**src/rtl/mem_stage_if.sv**
```systemverilog
// Data-memory request/acknowledge bus between the MIPS memory stage and data memory.
// The stage is the master: it drives the request fields and receives read data and the ack.
interface mem_stage_if;
   logic        dm_req;
   logic        dm_we;
   logic [3:0]  dm_be;
   logic [31:0] dm_addr;
   logic [31:0] dm_wdata;
   logic [31:0] dm_rdata;
   logic        dm_ack;

   modport master (
      output dm_req, dm_we, dm_be, dm_addr, dm_wdata,
      input  dm_rdata, dm_ack
   );

   modport slave (
      input  dm_req, dm_we, dm_be, dm_addr, dm_wdata,
      output dm_rdata, dm_ack
   );
endinterface

```
**src/rtl/mem_stage.sv**
```systemverilog
// MIPS memory-access stage: passes ALU results through and runs loads/stores as req/ack
// transactions, stalling the pipeline until the extended load data can be written back.
module mem_stage #(
   parameter int REG_ADDR_WIDTH = 5,
   parameter int REG_DATA_WIDTH = 32
) (
   input  logic                      clk,
   input  logic                      rst_n,
   input  logic [REG_ADDR_WIDTH-1:0] w_reg_addr_in,
   input  logic [REG_DATA_WIDTH-1:0] w_reg_data_in,
   input  logic                      w_reg_en_in,
   input  logic [3:0]                mem_op_in,
   input  logic [31:0]               mem_addr_in,
   input  logic [31:0]               mem_wdata_in,
   output logic [REG_ADDR_WIDTH-1:0] w_reg_addr_out,
   output logic [REG_DATA_WIDTH-1:0] w_reg_data_out,
   output logic                      w_reg_en_out,
   output logic                      stall_req,
   output logic                      misalign,
   mem_stage_if.master               dm
);

   localparam logic [3:0] OP_LB  = 4'd1;
   localparam logic [3:0] OP_LBU = 4'd2;
   localparam logic [3:0] OP_LH  = 4'd3;
   localparam logic [3:0] OP_LHU = 4'd4;
   localparam logic [3:0] OP_LW  = 4'd5;
   localparam logic [3:0] OP_SB  = 4'd6;
   localparam logic [3:0] OP_SH  = 4'd7;
   localparam logic [3:0] OP_SW  = 4'd8;

   typedef enum logic [1:0] {S_IDLE, S_BUSY, S_DONE} state_t;

   state_t      state_q, state_d;
   logic [3:0]  op_q, op_d;
   logic [1:0]  lane_q, lane_d;
   logic [31:0] rdata_q, rdata_d;
   logic        req_q, req_d;
   logic        we_q, we_d;
   logic [3:0]  be_q, be_d;
   logic [31:0] addr_q, addr_d;
   logic [31:0] wdata_q, wdata_d;

   logic        in_load, in_store, in_byte, in_half, in_word, in_mis, in_go;
   logic        held_load;
   logic [3:0]  be_new;
   logic [31:0] wdata_new;
   logic [7:0]  sel_byte;
   logic [15:0] sel_half;
   logic [31:0] load_ext;

   assign in_load   = (mem_op_in >= OP_LB) && (mem_op_in <= OP_LW);
   assign in_store  = (mem_op_in >= OP_SB) && (mem_op_in <= OP_SW);
   assign in_byte   = (mem_op_in == OP_LB) || (mem_op_in == OP_LBU) || (mem_op_in == OP_SB);
   assign in_half   = (mem_op_in == OP_LH) || (mem_op_in == OP_LHU) || (mem_op_in == OP_SH);
   assign in_word   = (mem_op_in == OP_LW) || (mem_op_in == OP_SW);
   assign in_mis    = (in_half && mem_addr_in[0]) || (in_word && (mem_addr_in[1:0] != 2'b00));
   assign in_go     = (in_load || in_store) && !in_mis;
   assign held_load = (op_q >= OP_LB) && (op_q <= OP_LW);

   always_comb begin
      be_new = 4'b1111;
      if (in_byte) begin
         be_new = 4'b0001 << mem_addr_in[1:0];
      end else if (in_half) begin
         be_new = mem_addr_in[1] ? 4'b1100 : 4'b0011;
      end
   end

   // Each enabled lane takes the store byte that lands on it; disabled lanes stay zero.
   genvar gi;
   generate
      for (gi = 0; gi < 4; gi = gi + 1) begin : g_lane
         assign wdata_new[gi*8 +: 8] = !be_new[gi] ? 8'h00 :
                                       in_byte     ? mem_wdata_in[7:0] :
                                       in_half     ? mem_wdata_in[(gi%2)*8 +: 8] :
                                                     mem_wdata_in[gi*8 +: 8];
      end
   endgenerate

   always_comb begin
      sel_byte = dm.dm_rdata[lane_q*8 +: 8];
      sel_half = lane_q[1] ? dm.dm_rdata[31:16] : dm.dm_rdata[15:0];
      case (op_q)
         OP_LB:   load_ext = {{24{sel_byte[7]}}, sel_byte};
         OP_LBU:  load_ext = {24'h0, sel_byte};
         OP_LH:   load_ext = {{16{sel_half[15]}}, sel_half};
         OP_LHU:  load_ext = {16'h0, sel_half};
         default: load_ext = dm.dm_rdata;
      endcase
   end

   always_comb begin
      state_d = state_q;
      op_d    = op_q;
      lane_d  = lane_q;
      rdata_d = rdata_q;
      req_d   = req_q;
      we_d    = we_q;
      be_d    = be_q;
      addr_d  = addr_q;
      wdata_d = wdata_q;
      case (state_q)
         S_IDLE: begin
            if (in_go) begin
               state_d = S_BUSY;
               op_d    = mem_op_in;
               lane_d  = mem_addr_in[1:0];
               req_d   = 1'b1;
               we_d    = in_store;
               be_d    = be_new;
               addr_d  = {mem_addr_in[31:2], 2'b00};
               wdata_d = in_store ? wdata_new : 32'h0;
            end
         end
         S_BUSY: begin
            if (dm.dm_ack) begin
               state_d = S_DONE;
               req_d   = 1'b0;
               if (held_load) begin
                  rdata_d = load_ext;
               end
            end
         end
         S_DONE:  state_d = S_IDLE;
         default: state_d = S_IDLE;
      endcase
   end

   // Outputs are forced low for the whole time reset is asserted, not only at the edge.
   always_comb begin
      w_reg_addr_out = '0;
      w_reg_data_out = '0;
      w_reg_en_out   = 1'b0;
      stall_req      = 1'b0;
      misalign       = 1'b0;
      if (rst_n) begin
         w_reg_addr_out = w_reg_addr_in;
         w_reg_data_out = w_reg_data_in;
         case (state_q)
            S_IDLE: begin
               if (in_load || in_store) begin
                  misalign  = in_mis;
                  stall_req = in_go;
               end else begin
                  w_reg_en_out = w_reg_en_in;
               end
            end
            S_BUSY: stall_req = 1'b1;
            S_DONE: begin
               if (held_load) begin
                  w_reg_data_out = rdata_q;
                  w_reg_en_out   = w_reg_en_in;
               end
            end
            default: stall_req = 1'b0;
         endcase
      end
   end

   always_ff @(posedge clk or negedge rst_n) begin
      if (!rst_n) begin
         state_q <= S_IDLE;
         op_q    <= 4'h0;
         lane_q  <= 2'b00;
         rdata_q <= 32'h0;
         req_q   <= 1'b0;
         we_q    <= 1'b0;
         be_q    <= 4'h0;
         addr_q  <= 32'h0;
         wdata_q <= 32'h0;
      end else begin
         state_q <= state_d;
         op_q    <= op_d;
         lane_q  <= lane_d;
         rdata_q <= rdata_d;
         req_q   <= req_d;
         we_q    <= we_d;
         be_q    <= be_d;
         addr_q  <= addr_d;
         wdata_q <= wdata_d;
      end
   end

   assign dm.dm_req   = req_q;
   assign dm.dm_we    = we_q;
   assign dm.dm_be    = be_q;
   assign dm.dm_addr  = addr_q;
   assign dm.dm_wdata = wdata_q;

endmodule

```
**src/flat_wrapper.sv**
```systemverilog
// flat-port wrapper written by rule: the top's interface ports become plain ports
module mem_stage_flat 
#(
   parameter int REG_ADDR_WIDTH = 5,
   parameter int REG_DATA_WIDTH = 32
)
  (clk, rst_n, w_reg_addr_in, w_reg_data_in, w_reg_en_in, mem_op_in, mem_addr_in, mem_wdata_in, w_reg_addr_out, w_reg_data_out, w_reg_en_out, stall_req, misalign, dm_dm_req, dm_dm_we, dm_dm_be, dm_dm_addr, dm_dm_wdata, dm_dm_rdata, dm_dm_ack);
  mem_stage_if dm_i ();
  input  logic clk;
  input  logic rst_n;
  input  logic [REG_ADDR_WIDTH-1:0] w_reg_addr_in;
  input  logic [REG_DATA_WIDTH-1:0] w_reg_data_in;
  input  logic w_reg_en_in;
  input  logic [3:0] mem_op_in;
  input  logic [31:0] mem_addr_in;
  input  logic [31:0] mem_wdata_in;
  output logic [REG_ADDR_WIDTH-1:0] w_reg_addr_out;
  output logic [REG_DATA_WIDTH-1:0] w_reg_data_out;
  output logic w_reg_en_out;
  output logic stall_req;
  output logic misalign;
  output wire logic [$bits(dm_i.dm_req)-1:0] dm_dm_req;
  output wire logic [$bits(dm_i.dm_we)-1:0] dm_dm_we;
  output wire logic [$bits(dm_i.dm_be)-1:0] dm_dm_be;
  output wire logic [$bits(dm_i.dm_addr)-1:0] dm_dm_addr;
  output wire logic [$bits(dm_i.dm_wdata)-1:0] dm_dm_wdata;
  input wire logic [$bits(dm_i.dm_rdata)-1:0] dm_dm_rdata;
  input wire logic [$bits(dm_i.dm_ack)-1:0] dm_dm_ack;
  assign dm_dm_req = dm_i.dm_req;
  assign dm_dm_we = dm_i.dm_we;
  assign dm_dm_be = dm_i.dm_be;
  assign dm_dm_addr = dm_i.dm_addr;
  assign dm_dm_wdata = dm_i.dm_wdata;
  assign dm_i.dm_rdata = dm_dm_rdata;
  assign dm_i.dm_ack = dm_dm_ack;
  mem_stage #(.REG_ADDR_WIDTH(REG_ADDR_WIDTH), .REG_DATA_WIDTH(REG_DATA_WIDTH)) u_core (.clk(clk), .rst_n(rst_n), .w_reg_addr_in(w_reg_addr_in), .w_reg_data_in(w_reg_data_in), .w_reg_en_in(w_reg_en_in), .mem_op_in(mem_op_in), .mem_addr_in(mem_addr_in), .mem_wdata_in(mem_wdata_in), .w_reg_addr_out(w_reg_addr_out), .w_reg_data_out(w_reg_data_out), .w_reg_en_out(w_reg_en_out), .stall_req(stall_req), .misalign(misalign), .dm(dm_i));
endmodule
```
**config.mk**
```make
export PLATFORM = sky130hd
export DESIGN_NAME = mem_stage_flat
export DESIGN_NICKNAME = d
export VERILOG_FILES = /design/src/rtl/mem_stage_if.sv /design/src/rtl/mem_stage.sv /design/src/flat_wrapper.sv
export SDC_FILE = /design/constraint.sdc
export NUM_CORES = 1
export LEC_CHECK = 0
export BUFFER_PORTS_ARGS = -buffer_cell sky130_fd_sc_hd__buf_2
export CAP_MARGIN = 15
export CORE_MARGIN = 4
export CORE_UTILIZATION = 45
export CTS_BUF_LIST = sky130_fd_sc_hd__clkbuf_4 sky130_fd_sc_hd__clkbuf_8 sky130_fd_sc_hd__clkbuf_16
export CTS_CLUSTER_DIAMETER = 150
export DETAILED_ROUTE_END_ITERATION = 7
export GPL_TIMING_DRIVEN = 0
export PLACE_DENSITY = 0.75
export SKIP_CTS_REPAIR_TIMING = 1
export SYNTH_ARGS = -nofsm -noshare
export SYNTH_HDL_FRONTEND = slang
export SYNTH_SLANG_ARGS = --single-unit
```
**constraint.sdc**
```tcl
create_clock -name clk -period 2.3 [get_ports clk]
set_clock_uncertainty 0.1 [all_clocks]
set_input_delay 0.345 -clock clk [delete_from_list [all_inputs] [get_ports clk]]
set_output_delay 0.345 -clock clk [all_outputs]
set_load 0.02 [all_outputs]
```
# Word-level counts from Yosys, hierarchy flattened
# Cells that the tools add are included.
# Widths: inputs -> output; s select.
[op_classes] n_shift=2 muxes=35 n_eq_ne=16 magnitude_cmp=6 reduce_logical=21
[ops] op="$mux 32" n=4
[ops] op="$pmux 32 s4" n=1
[ops] op="$mux 8" n=9
[ops] op="$shiftx 32x6->8" n=1
[ops] op="$eq 4x3->1 const B" n=5
[ops] op="$eq 4x2->1 const B" n=4
[ops] op="$mux 16" n=1
[ops] op="$mux 4" n=3
[ops] op="$mux 1" n=10
[ops] op="$eq 4x1->1 const B" n=2
[ops] op="$ge 4x1->1 const B" n=2
[ops] op="$le 4x3->1 const B" n=2
[ops] op="$logic_or 1x1->1" n=7
[ops] op="$logic_and 1x1->1" n=6
[ops] op="$pmux 1 s2" n=3
[ops] op="$reduce_and 3->1" n=2
[ops] op="$mux 5" n=1
[ops] op="$eq 4x4->1 const B" n=1
[ops] op="$ge 4x3->1 const B" n=1
[ops] op="$le 4x4->1 const B" n=1
[ops] op="$mux 2" n=2
[ops] op="$pmux 2 s2" n=1
[ops] op="$reduce_and 2->1" n=2
[ops] op="$reduce_bool 2->1" n=2
[ops] op="other kinds (7)" n=7
[word_totals] inputBits=141 elab_cells=89 ff_bits=108

# Depth between registers and ports, before layout
[logic_depth] ltp_word=10 ltp_mapped=8

# Worst setup path before layout
# OpenSTA, ideal clock, no wires.
[synth_timing] path_type="reg2out" from="register u_core.op_q[1]" to="output port w_reg_data_out[10]" arrival_ns=1.934 stages_incl_launch_ff=7 required_time_ns=1.855 setup_slack_ns=-0.079 path_cell_list="dfrtp_1 > or3_1 > clkbuf_1 > nand4_1 > clkbuf_1 > nand2_1 > a21boi_0"
[synth_via] elab_chain_len=5
[synth_lines] item="from (decl)" line="mem_stage.sv:35" rtl="logic [3:0] op_q, op_d;"
[synth_lines] item="from (signal assigned)" line="mem_stage.sv:174" rtl="op_q <= op_d;"
[synth_lines] item="$ge 4x1->1 or $le 4x3->1 (tied branches)" line="mem_stage.sv:59" rtl="assign held_load = (op_q >= OP_LB) && (op_q <= OP_LW);"
[synth_lines] item="$logic_and 1x1->1 *" line="mem_stage.sv:59"
[synth_lines] item="$mux 32 *" line="mem_stage.sv:151" rtl="if (held_load) begin"
[synth_lines] item="$mux 32 *" line="mem_stage.sv:140" rtl="case (state_q)"
[synth_lines] item="$mux 32 *" line="mem_stage.sv:137" rtl="if (rst_n) begin"
[synth_lines] item="to (decl)" line="flat_wrapper.sv:18" rtl="output logic [REG_DATA_WIDTH-1:0] w_reg_data_out;"
# Mark *: on every way between the ends. The rest lies on a longest branch, timed or not.

# Final worst setup path
[layout_timing] from="register u_core.op_q[1]" to="output port w_reg_data_out[16]"
# Same word-level chain as after synthesis.

==> flow_metrics.py <==
metrics = {
    "synthesis": {
        "synth_ff_type": "dfrtp_1",
        "synth.top_cell.area_share": 0.417,
        "netlist_area_sq_mm": 0.00649,
        "synth_edf_count": 0,
        "synth_area_leaders": "dfrtp_1 (42%), mux2_4 (6.7%), nand2_1 (5.6%)",
        "ys_seq_area_frac": 0.417,
        "yosysWarnings": 0,
        "synth.largest_area_cell": "dfrtp_1",
        "yosys.cell_types.count": 60,
        "async_flop_share": 1.00,
        "synth_seq_cells": 108,
        "postSynthAreaPerCell_sq_um": 9.40,
        "syn_inst": 690,
    },
    "sta": {
        "finalSetupViolations": 32,
        "rsz0062_at_grt": "yes",
        "fin_ws_ns": -0.155,
        "drv_slew": 0,
        "slew_headroom": 0.242,
        "fin_tns_setup_ns": -3.73,
        "hold_violations": 66,
        "worstMarginPinSlew_ns": 1.13,
        "fin_crit_sh": 1.07,
        "fmax_ghz": 0.407,
        "worst_hold_slack_ns": -0.225,
        "min_period_ns": 2.45,
    },
    "critical_path": {
        "arrival_ns": 2.01,
        "cp_max_fo": 6,
        "criticalPathCategory": "register to output pin",
        "worstSetupEndpointType": "output pin",
        "worstPathRequired_ns": 1.86,
        "start_kind": "register",
    },
    "grt": {
        "grt_pass1_vias": 5973,
        "grt_overflow_total": 0,
        "antenna_found_initial": 1,
        "grt_pass1_wl_mm": 30.6,
        "grt_usage": 0.234,
        "grt_max_degree": 70,
    },
    "pwr": {
        "cellPowerDensity_mw_per_mm2": 1120,
        "sequentialPowerShare": 0.339,
        "clkPwrFrac": 0.164,
        "swShare": 0.414,
        "combPwrFrac": 0.497,
        "leakage_nw": 4.20,
        "total_power_mw": 9.63,
        "p_int_mw": 5.64,
        "ir_worst_vdd_v": 0.000720,
        "p_sw_mw": 3.99,
    },
    "die": {
        "die_x_microns": 128,
        "die_y_microns": 128,
        "num_io_pins": 251,
        "core_area_sq_mm": 0.0140,
        "num_rows": 43,
        "start_util": 0.464,
        "die_area_sq_mm": 0.0164,
    },
    "place": {
        "portBuffers": 247,
        "dpl.hpwl_mm": 15.1,
        "dp_slack_ns": -0.536,
        "post_dp_cell_area_sq_mm": 0.00797,
        "gp_congestion": 0.916,
    },
    "detailed_routing": {
        "viasPerCell": 5.59,
        "drt-initial-drc-count": 428,
        "vias": 6365,
        "detail_route.wirelength_mm": 20.4,
        "wl_per_cell_microns": 17.9,
        "drtPass1Iterations": 5,
        "ant_nets": 0,
        "drc_errors": 0,
    },
    "outcome": {
        "status": "complete, but fails checks",
        "violations": "hold timing, setup timing",
    },
    "clock_tree": {
        "cts_max_path_buffers": 2,
        "htree_levels": 3,
        "path_clk_slew_ns": 0.07,
        "numCtsBuffers": 9,
        "cts_tree": "yes",
        "insertion_delay_ns": 0.35,
        "clock-sinks": 108,
        "clock-root-buffer": "clkbuf_16",
    },
    "final_layout": {
        "final_area_sq_mm": 0.00863,
        "nNetsFinal": 1096,
        "fillCellCount": 1216,
        "syn2layout_area_growth_pct": 33.1,
        "layout-drive-gt1-share": 0.402,
    },
    "min_path": {
        "hold_class": "input pin to asynchronous set/reset pin",
    },
    "job": {
        "cap_violations": 0,
    },
}
==> layer usage <==
metal	track usage	routed length, microns	vias up	part of all wire
met5	0	0	-	0
li1	-	-	2981	-
met3	0.0575	1980	40	0.097
met1	0.311	8400	2989	0.41
met4	0.0980	599	0	0.029
met2	0.364	9450	355	0.46
==> cells in the final DEF, fill, tap and decap left out, types with 6 or more instances in the layout <==
cell type | netlist | final
a211oi_1 | 14 | 14
a21boi_1 | 0 | 26
a21boi_2 | 2 | 8
a21oi_1 | 43 | 41
buf_2 | 11 | 225
buf_4 | 5 | 38
buf_6 | 8 | 17
clkbuf_1 | 33 | 15
clkbuf_16 | 0 | 10
clkbuf_2 | 0 | 9
dfrtp_1 | 108 | 106
inv_1 | 51 | 51
mux2_2 | 14 | 14
mux2_4 | 29 | 29
mux2i_1 | 23 | 23
nand2_1 | 96 | 85
nand2_2 | 0 | 10
nand2b_1 | 6 | 6
nor2_1 | 50 | 49
nor2b_1 | 8 | 8
nor3b_1 | 8 | 8
o211ai_1 | 15 | 15
o21a_1 | 10 | 10
o21ai_0 | 13 | 13
o221ai_1 | 7 | 7
o31ai_1 | 10 | 9
o32ai_1 | 32 | 32
or4bb_1 | 7 | 7
==> power by group through the flow <==
stage	Clock, mW	Combinational (mW)	Sequential (mW)
6_report	1.58	4.78	3.26
5_1_grt	1.68	5.17	3.36
3_3_place_gp	0	4.48	3.20
3_5_place_dp	0	4.56	3.21
2_1_floorplan	0	2.58	3.74
4_1_cts	1.62	4.57	3.20
==> path summary, 6_finish.rpt <==
kind	from	endpoint	slack [ns]	depth (start not counted)
min in group clk	dm_dm_ack	u_core.state_q[0]	0.07	2
worst min register to register	u_core.rdata_q[13]	u_core.rdata_q[13]	0.39	2
max in group asynchronous	rst_n	u_core.op_q[1]	1.77	2
worst min-delay path	rst_n	u_core.dm.dm_wdata[28]	-0.23	1
worst max-delay path	u_core.op_q[1]	w_reg_data_out[16]	-0.15	7
worst max register to register	u_core.op_q[1]	u_core.rdata_q[28]	0.06	8
==> Yosys cell counts (2+ instances only) <==
cell type  number
dfrtp_1       108
clkbuf_1       33
nand2b_1        6
o21a_1         10
o21bai_1        2
a211oi_1       14
o221ai_1        7
o31ai_1        10
and4_1          3
nor3b_1         8
a21o_1          2
o32ai_1        32
nor3_1          4
inv_1          51
buf_6           8
nand3b_1        2
nand2_1        96
and3b_1         3
a21oi_1        43
nand3_1         3
o21ai_0        13
mux2i_1        23
a21boi_0       34
nor4_1          2
o211ai_1       15
mux2_2         14
or4bb_1         7
and2_1          5
buf_2          11
buf_4           5
mux2_4         29
nor2b_1         8
a21boi_2        2
o2111ai_1       2
nor2_1         50
==> sequential cells by signal, summed over array words and instances (netlist names) <==
| signal | flops |
|---|---|
| u_core.dm.dm_addr | 30 |
| u_core.dm.dm_be | 4 |
| u_core.dm.dm_req | 1 |
| u_core.dm.dm_wdata | 32 |
| u_core.dm.dm_we | 1 |
| u_core.lane_q | 2 |
| u_core.op_q | 4 |
| u_core.rdata_q | 32 |
| u_core.state_q | 2 |
==> area by class of cell <==
type	count	area, sq um	area share
Multi-Input combinational cell	474	3390	0.393
Sequential cell	108	2710	0.313
Timing Repair Buffer	256	1470	0.170
Buffer	54	348	0.0403
Clock buffer	12	260	0.0301
Tap cell	180	225	0.0261
Inverter	52	195	0.0226
Clock inverter	2	35.0	0.00406
Antenna cell	1	2.50	0.000290
==> cell families (layout without fill, tap and decap cells) <==
family | Yosys count | after routing | synth area share
xor gates and xnor gates | 2 | 2 | 0.00270
other | 1 | 3 | 0.000578
AOI/OAI and AO/OA | 196 | 196 | 0.217
and+or+nand+nor | 207 | 207 | 0.156
muxes | 67 | 67 | 0.130
DFF | 108 | 108 | 0.417
buffers and inverters | 109 | 376 | 0.0774
==> metrics by stage <==
step	util	instances
2_1_floorplan	-	691
3_3_place_gp	0.568	1118
3_5_place_dp	0.570	1119
4_1_cts	0.591	1133
5_1_grt	0.617	1139
6_report	0.617	1139
==> worst max-delay path: stages (launching register included) <==
cell and delay [ns]:
dfrtp_2 0.45, or3_4 0.41, nand4_1 0.14, buf_6 0.16, buf_6 0.14, nand2_2 0.06
a21boi_1 0.13, buf_4 0.16
(Power assumes the default switching activity.)
